File: src/rtl/loader_pkg.sv
// Shared definitions for the instruction-memory loader: FSM states and
// instruction-memory geometry.
package loader_pkg;

  typedef enum logic [2:0] {
    IDLE,
    LEN_HI,
    LEN_LO,
    DATA_HI,
    DATA_LO,
    CSUM,
    DONE,
    ERROR
  } state_e;

  localparam int IMEM_ADDR_W = 16;
  localparam int IMEM_DATA_W = 16;

  // States in which the loader is consuming the framed byte stream.
  function automatic logic isReceiving(input state_e s);
    return (s == LEN_HI) || (s == LEN_LO) || (s == DATA_HI) ||
           (s == DATA_LO) || (s == CSUM);
  endfunction

endpackage

File: src/rtl/loader_timeout.sv
// Cycle-enabled inactivity counter; expire_o pulses on the enabled cycle
// that completes TIMEOUT_CYCLES counts without a clear.
module loader_timeout #(
  parameter int TIMEOUT_CYCLES = 1_000_000
) (
  input  logic clk_i,
  input  logic reset_i,
  input  logic en_i,
  input  logic clr_i,
  output logic expire_o
);

  localparam int CNT_W = $clog2(TIMEOUT_CYCLES + 1);
  localparam logic [CNT_W-1:0] LAST = CNT_W'(TIMEOUT_CYCLES - 1);

  logic [CNT_W-1:0] count_q, count_d;

  always_comb begin
    count_d  = count_q;
    expire_o = 1'b0;
    if (en_i) begin
      if (clr_i) begin
        count_d = '0;
      end else if (count_q == LAST) begin
        expire_o = 1'b1;
        count_d  = '0;
      end else begin
        count_d = count_q + 1'b1;
      end
    end
  end

  always_ff @(posedge clk_i) begin
    if (reset_i) count_q <= '0;
    else         count_q <= count_d;
  end

endmodule

File: src/rtl/insmem_loader.sv
// Fills instruction memory from a framed byte stream (length, payload,
// XOR checksum) while holding the CPU in reset.
module insmem_loader
  import loader_pkg::*;
#(
  parameter int MAX_WORDS      = 256,
  parameter int TIMEOUT_CYCLES = 1_000_000
) (
  input  logic                   clk_pi,
  input  logic                   reset_pi,
  input  logic                   clk_en_pi,
  input  logic                   start_pi,
  input  logic                   byte_valid_pi,
  input  logic [7:0]             byte_data_pi,
  output logic                   byte_ready_po,
  output logic                   imem_we_po,
  output logic [IMEM_ADDR_W-1:0] imem_addr_po,
  output logic [IMEM_DATA_W-1:0] imem_wdata_po,
  output logic                   cpu_hold_po,
  output logic                   done_po,
  output logic                   error_po
);

  state_e                 state_q, state_d;
  logic [15:0]            len_q, len_d;
  logic [IMEM_ADDR_W-1:0] wordIdx_q, wordIdx_d;
  logic [7:0]             hiByte_q, hiByte_d;
  logic [7:0]             csum_q, csum_d;
  logic                   we_q, we_d;
  logic [IMEM_ADDR_W-1:0] addr_q, addr_d;
  logic [IMEM_DATA_W-1:0] wdata_q, wdata_d;

  logic        receiving;
  logic        accept;
  logic        timeoutExpire;
  logic [15:0] lenFull;

  assign receiving     = isReceiving(state_q);
  assign byte_ready_po = clk_en_pi & receiving;
  assign accept        = byte_ready_po & byte_valid_pi;
  assign lenFull       = {len_q[15:8], byte_data_pi};

  // Counter is held clear outside the receive states, so entering LEN_HI starts it from zero.
  loader_timeout #(
    .TIMEOUT_CYCLES(TIMEOUT_CYCLES)
  ) u_timeout (
    .clk_i   (clk_pi),
    .reset_i (reset_pi),
    .en_i    (clk_en_pi),
    .clr_i   (~receiving | accept),
    .expire_o(timeoutExpire)
  );

  always_comb begin
    state_d   = state_q;
    len_d     = len_q;
    wordIdx_d = wordIdx_q;
    hiByte_d  = hiByte_q;
    csum_d    = csum_q;
    we_d      = 1'b0;
    addr_d    = addr_q;
    wdata_d   = wdata_q;
    if (clk_en_pi) begin
      case (state_q)
        IDLE, DONE, ERROR: begin
          if (start_pi) begin
            state_d   = LEN_HI;
            wordIdx_d = '0;
            csum_d    = '0;
          end
        end
        LEN_HI: begin
          if (accept) begin
            len_d   = {byte_data_pi, len_q[7:0]};
            state_d = LEN_LO;
          end
        end
        LEN_LO: begin
          if (accept) begin
            len_d = lenFull;
            if ({1'b0, lenFull} > 17'(MAX_WORDS)) state_d = ERROR;
            else if (lenFull == 16'd0)            state_d = CSUM;
            else                                  state_d = DATA_HI;
          end
        end
        DATA_HI: begin
          if (accept) begin
            hiByte_d = byte_data_pi;
            csum_d   = csum_q ^ byte_data_pi;
            state_d  = DATA_LO;
          end
        end
        DATA_LO: begin
          if (accept) begin
            we_d      = 1'b1;
            addr_d    = wordIdx_q;
            wdata_d   = {hiByte_q, byte_data_pi};
            csum_d    = csum_q ^ byte_data_pi;
            wordIdx_d = wordIdx_q + 16'd1;
            state_d   = (wordIdx_q + 16'd1 == len_q) ? CSUM : DATA_HI;
          end
        end
        CSUM: begin
          if (accept) state_d = (byte_data_pi == csum_q) ? DONE : ERROR;
        end
        default: state_d = IDLE;
      endcase
      if (timeoutExpire) state_d = ERROR;
    end
  end

  always_ff @(posedge clk_pi) begin
    if (reset_pi) begin
      state_q   <= IDLE;
      len_q     <= '0;
      wordIdx_q <= '0;
      hiByte_q  <= '0;
      csum_q    <= '0;
      we_q      <= 1'b0;
      addr_q    <= '0;
      wdata_q   <= '0;
    end else begin
      state_q   <= state_d;
      len_q     <= len_d;
      wordIdx_q <= wordIdx_d;
      hiByte_q  <= hiByte_d;
      csum_q    <= csum_d;
      we_q      <= we_d;
      addr_q    <= addr_d;
      wdata_q   <= wdata_d;
    end
  end

  assign imem_we_po    = we_q;
  assign imem_addr_po  = addr_q;
  assign imem_wdata_po = wdata_q;
  assign cpu_hold_po   = (state_q != IDLE) && (state_q != DONE);
  assign done_po       = (state_q == DONE);
  assign error_po      = (state_q == ERROR);

endmodule

File: config.mk
export PLATFORM = sky130hd
export DESIGN_NAME = insmem_loader
export DESIGN_NICKNAME = d
export VERILOG_FILES = /design/src/rtl/loader_pkg.sv /design/src/rtl/loader_timeout.sv /design/src/rtl/insmem_loader.sv
export SDC_FILE = /design/constraint.sdc
export NUM_CORES = 1
export LEC_CHECK = 0
export CAP_MARGIN = 15
export CORE_UTILIZATION = 30
export CTS_CLUSTER_DIAMETER = 40
export DETAILED_ROUTE_END_ITERATION = 8
export HOLD_SLACK_MARGIN = 0.02
export PLACE_DENSITY = 0.45
export SYNTH_ARGS = -nofsm -noshare
export SYNTH_HDL_FRONTEND = slang
export SYNTH_SLANG_ARGS = --single-unit
File: constraint.sdc
create_clock -name clk_pi -period 4 [get_ports clk_pi]
set_input_delay 0.4 -clock clk_pi [delete_from_list [all_inputs] [get_ports clk_pi]]
set_output_delay 0.4 -clock clk_pi [all_outputs]
set_load 0.005 [all_outputs]
==> flow_summary.yaml, run 1 <==
routing:
  wirelength_mm: 14.5
  ant_nets: 0
  route.detailed.drc: 0
  wire_per_inst_microns: 15.8
  vias_per_cell: 5.20
  dr.pass1.iters: 5
  first_iter_violations: 338
  vias: 4781
finish:
  diodes: 0
  final_area_sq_um: 6190
  layout.cells.non_filler: 920
  drive_above_1_share_pct: 5.61
  area_growth_pct: 16.9
  nets: 706
floorplanning:
  start_util_pct: 30.7
  die-area_sq_um: 18200
  fp.dieH_microns: 135
  rows: 48
  die_x_microns: 135
  fp.coreArea_sq_um: 17200
  io_pins: 50
clock_network:
  htreeDepth: 3
  cts_tree: "built"
  ctsResizeCount: 0
  clk_path_buf_depth: 2
  clk_pin_slew_worst_paths_ps: 80
  postCtsSetupBuffers: 0
  cts_sinks: 104
  clock_latency_ps: 360
  hold_buffers: 0
  cts-buffers-inserted: 9
  clock-root-buffer: "clkbuf_16"
synthesis:
  ys_seq_elements: 104
  syn_nets: 690
  synth_edf_count: 0
  syn_area_sq_um: 5290
  synthCells: 674
  async_flop_share_pct: 0
  synth_ff_type: "dfxtp_1"
  avgSynthCellArea_sq_um: 7.85
  synth_seq_area_share_pct: 39.3
  yosys_warnings: 0
  yosysUniqueCellTypes: 65
sta:
  finalHoldViolations: 0
  fmax_ghz: 0.359
  rsz0062_at_grt: "false"
  period_share_pct: 69.7
  drv_slew: 0
  setup-tns-final_ps: 0
  worst_slew_pin_slew_ps: 892
  relSlewSlack_pct: 40.1
  fin_skew_ps: 10.2
  final.min_clock_period_ps: 2790
  setup_viol: 0
worst_setup_path:
  r2r-start: "state_q[1]"
  regToRegSetupSlack_ps: 1210
  crit_required_ps: 4290
  cp-end-kind: "register"
  worstPathArrival_ps: 3080
  critPathLaunch: "state_q[1]"
  crit_fanout: 24
  reg2reg_depth: 6
  crit_type: "reg -> reg"
  cp-start-kind: "register"
  r2r_end: "wordIdx_q[14]"
pwr:
  ir_drop_uv: 184
  p_total_mw: 2.04
  p_leak_nw: 2.09
  powerDensity_nw_per_um2: 329
min_path:
  worst_hold_path_type: "in -> reg"
  hold_start: "reset_pi"
  hold_path_depth: 2
  hold_path_end: "u_timeout.count_q[10]"
placed_design:
  hpwlAfterDp_mm: 9.95
  place_inst: 903
  post_dp_cell_area_sq_um: 5880
  finalWeightedCongestion: 0.750
  port_buffers: 49
grt:
  grt_max_degree: 53
  overflow: 0
  antenna_found_initial: 0
  first_global_vias: 4374
  track_usage_pct: 16.3
  grt_pass1_wl_mm: 23.4
outcome:
  outcome: "completed"
run:
  drv_cap: 0
## synth_stat cells, drive strengths merged (3+ instances only)
cell type    n  area share (%)
nand2      101             7.2
nand4       12             1.8
xnor2       17             2.8
nand3       22             2.2
nor2        78             5.5
a21oi       77             7.3
nand3b      13             1.8
nor4        10             1.5
and3         8            0.95
nor3        19             2.1
xor2        21             3.6
or3         10             1.2
ha           3            0.71
mux2i       13             2.5
nand2b       7            0.83
o21ai       42             4.0
nor3b        5            0.80
nor4b        3            0.61
and4         4            0.66
inv          5            0.35
a31oi        6            0.71
clkbuf      36             2.6
o22ai        3            0.35
o211ai       3            0.43
dfxtp      104              39
a311oi       4            0.66
buf         14             1.7
and2         6            0.71
## flip-flops by register name, indices dropped and copies added, names as in the netlist
name / cells
imem_addr_po: 16
hiByte_q: 8
len_q: 16
state_q: 3
wordIdx_q: 16
u_timeout.count_q: 20
csum_q: 8
imem_wdata_po: 16
imem_we_po: 1
## worst max path at each step
stage               endpoint  slack, ps  cells after the start
3_5_place_dp   wordIdx_q[15]       1150                      7
5_1_grt        wordIdx_q[14]        840                      6
3_3_place_gp   wordIdx_q[14]       1250                      7
4_1_cts        wordIdx_q[14]       1190                      6
2_1_floorplan     state_q[1]       1910                      8
6_report       wordIdx_q[14]       1210                      6
## routing by layer
metal	wire length [microns]	share of wire, %	track usage (%)	vias to the layer above
met3	411	2.8	1.99	14
met5	0	0	0	-
met1	7240	50	22.7	2294
li1	-	-	-	2393
met4	238	1.6	6.12	0
met2	6630	46	25.8	80
## power by group
group / switching (mW) / internal (mW) / leakage (nW) / total (mW)
logic: 0.0751 / 0.0369 / 1.11 / 0.112
clock network: 0.441 / 0.439 / 0.138 / 0.880
registers: 0.00745 / 1.04 / 0.838 / 1.04
total: 0.524 / 1.51 / 2.09 / 2.04
## area by class of cell
class,instances,area [sq um]
clock buffer,9,225
sequential,104,2080
tap,225,282
timing repair buffer,55,538
clock inverter,7,68.8
fill,1804,11100
multi-input combinational,515,2970
inverter,5,18.8
## metrics by stage
| step | util (%) | setup slack [ps] | hold WS [ps] |
|---|---|---|---|
| detailed placement | 34.1 | 1150 | 450 |
| CTS | 35.8 | 1190 | 409 |
| floorplan | - | 1910 | 432 |
| finish | 35.9 | 1210 | 422 |
| global placement | 34.1 | 1250 | 446 |
| global route | 35.9 | 845 | 432 |
## layout by cell type (no fill, tap or decap), drive strengths merged, types with 2 or more instances in the layout
cell / synthesis / layout
o22ai: 3 / 3
clkdlybuf4s50: 0 / 48
nand2b: 7 / 7
a22oi: 2 / 2
o211ai: 3 / 3
and3: 8 / 8
ha: 3 / 3
nor3: 19 / 19
buf: 14 / 7
o21a: 2 / 2
nor4: 10 / 10
or3: 10 / 10
a41oi: 2 / 2
and2: 6 / 6
clkbuf: 36 / 9
nand2: 101 / 101
o32ai: 2 / 2
a21oi: 77 / 77
dfxtp: 104 / 104
nor4b: 3 / 3
xnor2: 17 / 17
o211a: 2 / 2
o21bai: 2 / 2
o21ai: 42 / 42
clkinvlp: 0 / 2
inv: 5 / 9
mux2i: 13 / 13
a31oi: 6 / 6
nor2: 78 / 78
nand3b: 13 / 13
nand4: 12 / 12
and4: 4 / 4
nor3b: 5 / 5
a311oi: 4 / 4
nand3: 22 / 22
xor2: 21 / 21
## critical path, cell delays in order, from the launching register on
cell and delay, ps:
dfxtp_1 820, nor3_1 220, o21bai_1 340, nand3_1 560, nor2_1 480, nand3b_1 120, a21oi_1 160
## logic make-up (layout without fill, tap and decap cells)
kind of cell | count (synthesis) | in the layout | synth area share [%]
AO/OA/AOI/OAI | 157 | 157 | 17.3
AND/OR/NAND/NOR | 302 | 302 | 28.5
buffers and inverters | 55 | 76 | 4.58
adder cells (fa/ha/maj) | 3 | 3 | 0.709
XOR/XNOR | 39 | 39 | 6.88
flip-flops | 104 | 104 | 39.3
multiplexers | 14 | 14 | 2.67
Note: power is estimated with default switching activity, not from simulation.
==> run 2: changes to the inputs <==
Settings changed: PLACE_DENSITY 0.45 to 0.47.
Clock period 4 ns to 2.4 ns, I/O delays scaled along.
==> flow_summary.yaml, run 2 (synthesis gave the netlist of run 1 again) <==
grt:
  grt_pass1_wl_mm: 24.1
  first_global_vias: 4556
  antenna_found_initial: 0
  grt_max_degree: 62
  track_usage_pct: 16.8
  overflow: 0
floorplanning:
  fp.coreArea_sq_um: 17200
  die_x_microns: 135
  die-area_sq_um: 18200
  rows: 48
  fp.dieH_microns: 135
  start_util_pct: 30.7
  io_pins: 50
worst_setup_path:
  cp-start-kind: "register"
  worstPathArrival_ps: 2530
  r2r_end: "wordIdx_q[11]"
  critPathSlowestCell: "dfxtp_1"
  regToRegSetupSlack_ps: 160
  cp-end-kind: "register"
  r2r-start: "state_q[1]"
  crit_type: "reg -> reg"
  reg2reg_depth: 6
  crit_required_ps: 2690
  max_stage_delay_ps: 490
  crit_fanout: 9
  path_cells: "ha_1 -> a2bb2oi_1 -> nand4_1 -> nand2b_1 -> or3_2 -> a21oi_1"
routing:
  vias: 4924
  first_iter_violations: 263
  ant_nets: 0
  wirelength_mm: 14.8
  wire_per_inst_microns: 15.4
  dr.pass1.iters: 5
  vias_per_cell: 5.14
  route.detailed.drc: 0
sta:
  finalHoldViolations: 0
  period_share_pct: 93.4
  final.min_clock_period_ps: 2240
  whs_ps: 240
  fmax_ghz: 0.446
  rsz0062_at_grt: "false"
  relSlewSlack_pct: 55.7
  setup-tns-final_ps: 0
  drv_slew: 0
  setup_viol: 0
  worst_slew_pin_slew_ps: 664
  fin_skew_ps: 8.09
finish:
  area_growth_pct: 23.1
  drive_above_1_share_pct: 10.6
  largest-register: "u_timeout.count_q"
  largest_reg_flops: 20
  final_common_cell: "dfxtp_1"
  final_cell_mix: "103 x dfxtp_1, 101 x nand2_1, 77 x nor2_1, 77 x a21oi_1, 48 x clkdlybuf4s50_1"
  diodes: 0
  nets: 744
outcome:
  outcome: "completed"
placed_design:
  hpwlAfterDp_mm: 10.4
  port_buffers: 49
  finalWeightedCongestion: 0.818
min_path:
  hold_path_end: "u_timeout.count_q[1]"
  worst_hold_path_type: "in -> reg"
  hold_start: "reset_pi"
  hold_path_depth: 2
clock_network:
  htreeDepth: 3
  clock_latency_ps: 360
  cts_tree: "built"
  clock-root-buffer: "clkbuf_16"
  clk_path_buf_depth: 2
  cts-buffers-inserted: 9
  cts_sinks: 104
  postCtsSetupBuffers: 0
  clk_pin_slew_worst_paths_ps: 80
pwr:
  powerDensity_nw_per_um2: 549
  ir_drop_uv: 360
  p_leak_nw: 2.30
run:
  drv_cap: 0
-- run 2: layout make-up --
cell class	instances	area [sq um]
timing repair buffer	93	828
clock inverter	7	101
sequential	104	2080
tap	225	282
clock buffer	9	225
multi-input combinational	515	2980
fill	1778	10700
inverter	5	18.8
-- run 2: where the power goes --
| group | internal, mW | switching [mW] |
|---|---|---|
| sequential | 1.73 | 0.00667 |
| clock | 0.845 | 0.779 |
| combinational | 0.0833 | 0.136 |
-- run 2: worst max path at each step --
stage | from | to | slack (ps) | cells after the start
floorplan | wordIdx_q[1] | state_q[1] | 310 | 8
global placement | wordIdx_q[5] | state_q[1] | 60 | 6
detailed placement | wordIdx_q[5] | state_q[1] | 90 | 6
CTS | wordIdx_q[5] | state_q[1] | 70 | 6
global route | state_q[1] | wordIdx_q[10] | 60 | 6
finish | state_q[1] | wordIdx_q[11] | 160 | 6
-- run 2: what timing repair did --
item,in CTS,in global routing
hold buffers,0,0
setup endpoints to repair,0,3
resized for setup,0,2
-- run 2: critical path, delay by kind of cell, from the launching register on --
kind                     cells  cell delay [ps]
AND/OR/NAND/NOR              3             1030
flip-flops                   1              490
AO/OA/AOI/OAI                2              390
adder cells (fa/ha/maj)      1              280
-- run 2: stage by stage --
| step | worst slack, ps | cells | power, mW | instance area [sq um] | util, % |
|---|---|---|---|---|---|
| 5_1_grt | 55.7 | 958 | 3.70 | 6520 | 37.8 |
| 3_3_place_gp | 63.7 | 942 | 2.00 | 6180 | 35.9 |
| 2_1_floorplan | 308 | 674 | 1.90 | 5290 | - |
| 4_1_cts | 67.3 | 958 | 3.62 | 6510 | 37.8 |
| 6_report | 159 | 958 | 3.58 | 6520 | 37.8 |
| 3_5_place_dp | 91.1 | 942 | 2.00 | 6180 | 35.9 |
-- run 2: layer usage --
metal  global-route usage [%]  part of all wire, %  vias up
met3                     1.91                  2.4       21
met5                        0                    0        -
met4                     7.68                  2.3        0
li1                         -                    -     2464
met1                     22.9                   48     2345
met2                     26.7                   47       94
==> run 3: changes to the inputs <==
Settings changed: CTS_BUF_LIST set to sky130_fd_sc_hd__clkbuf_8, MAX_ROUTING_LAYER set to met4.
==> flow_summary.yaml, run 3 (synthesis gave the netlist of run 1 again) <==
finish:
  drive_above_1_share_pct: 10.6
  largest-register: "u_timeout.count_q"
  final_common_cell: "dfxtp_1"
  fillCellCount: 1787
  area_growth_pct: 21.2
  diodes: 0
  largest_reg_flops: 20
  nets: 744
  final_cell_mix: "103 x dfxtp_1, 101 x nand2_1, 77 x nor2_1, 77 x a21oi_1, 48 x clkdlybuf4s50_1"
grt:
  first_global_vias: 4559
  antenna_found_initial: 0
  grt_busiest_layer: "met2"
  met2_usage_pct: 26.5
  overflow: 0
  track_usage_pct: 17.3
  grt_max_degree: 62
  grtUsageMet1_pct: 23.0
  use_met3_pct: 1.80
  grt_pass1_wl_mm: 24.1
worst_setup_path:
  crit_fanout: 9
  critPathSlowestCell: "dfxtp_1"
  path_cells: "ha_1 -> a2bb2oi_1 -> nand4_1 -> nand2b_1 -> or3_2 -> a21oi_1"
  regToRegSetupSlack_ps: 140
  crit_type: "reg -> reg"
  worstPathArrival_ps: 2590
  cp-end-kind: "register"
  cp-start-kind: "register"
  max_stage_delay_ps: 500
  crit_required_ps: 2730
clock_network:
  hold_buffers: 0
  cts_tree: "built"
  clock-root-buffer: "clkbuf_8"
  postCtsSetupBuffers: 0
  htreeDepth: 3
  clock_latency_ps: 390
  clk_path_buf_depth: 2
  clk_pin_slew_worst_paths_ps: 120
  cts_sinks: 104
  cts-buffers-inserted: 9
pwr:
  p_total_mw: 3.20
  ir_drop_uv: 250
  powerDensity_nw_per_um2: 499
  p_leak_nw: 2.25
floorplanning:
  rows: 48
  start_util_pct: 30.7
  fp.coreArea_sq_um: 17200
  die_x_microns: 135
  fp.dieH_microns: 135
  die-area_sq_um: 18200
  io_pins: 50
routing:
  ant_nets: 0
  route.detailed.drc: 0
  dr.pass1.iters: 5
  first_iter_violations: 333
  vias_per_cell: 5.16
  wire_per_inst_microns: 15.4
  vias: 4942
  wirelength_mm: 14.7
sta:
  setup_viol: 0
  drv_slew: 0
  rsz0062_at_grt: "false"
  worst_slew_pin_slew_ps: 650
  finalHoldViolations: 0
  fin_skew_ps: 8.60
  period_share_pct: 94.2
  setup-tns-final_ps: 0
  fmax_ghz: 0.443
  final.min_clock_period_ps: 2260
  relSlewSlack_pct: 56.7
placed_design:
  port_buffers: 49
  finalWeightedCongestion: 0.830
  hpwlAfterDp_mm: 10.4
run:
  drv_cap: 0
min_path:
  worst_hold_path_type: "in -> reg"
outcome:
  outcome: "completed"
-- run 3: cell count changes in the layout (fill, tap and decap cells not counted) --
| cell | previous run | this run |
|---|---|---|
| clkbuf_16 | 9 | 0 |
| clkbuf_8 | 0 | 9 |
-- run 3: metrics by stage --
stage	hold slack, ps	setup slack [ps]	instances	area (sq um)	util, %
floorplan	432	308	674	5290	-
global placement	445	63.7	942	6180	35.9
detailed placement	448	91.1	942	6180	35.9
CTS	181	63.4	958	6410	37.2
global route	209	55.1	958	6420	37.2
finish	198	140	958	6420	37.2
-- run 3: cell type report --
class / count / area, sq um / area share, %
clock buffer: 9 / 124 / 1.93
multi-input combinational: 515 / 2980 / 46.4
clock inverter: 7 / 101 / 1.58
timing repair buffer: 93 / 828 / 12.9
sequential: 104 / 2080 / 32.5
inverter: 5 / 18.8 / 0.292
tap: 225 / 282 / 4.39
-- run 3: worst max-delay path, delay by kind of cell (launching register included) --
family,cells,cell delay [ps]
flops,1,500
simple gates,3,1030
fa+ha+maj,1,290
compound gates,2,390
-- run 3: final timing paths --
kind / start / endpoint / depth (start not counted)
setup / recovery: state_q[1] / wordIdx_q[11] / 6
hold / removal: reset_pi / u_timeout.count_q[10] / 2
setup reg to reg: state_q[1] / wordIdx_q[11] / 6
hold reg to reg: imem_addr_po[7] / imem_addr_po[7] / 2
-- run 3: report_power, final --
| group | switching (mW) | internal (mW) |
|---|---|---|
| combinational | 0.137 | 0.0833 |
| clock | 0.727 | 0.516 |
| sequential | 0.00660 | 1.73 |
| total | 0.870 | 2.33 |
-- run 3: per-layer routing --
layer | wire (microns) | share of wire [%]
met1 | 7080 | 48
met2 | 6940 | 47
met3 | 377 | 2.6
met4 | 325 | 2.2
met5 | 0 | 0
-- run 3: timing repair --
item | in CTS | in global routing
setup endpoints to repair | 0 | 3
endpoints found under the hold margin | 0 | 0
gates resized for setup | 0 | 2
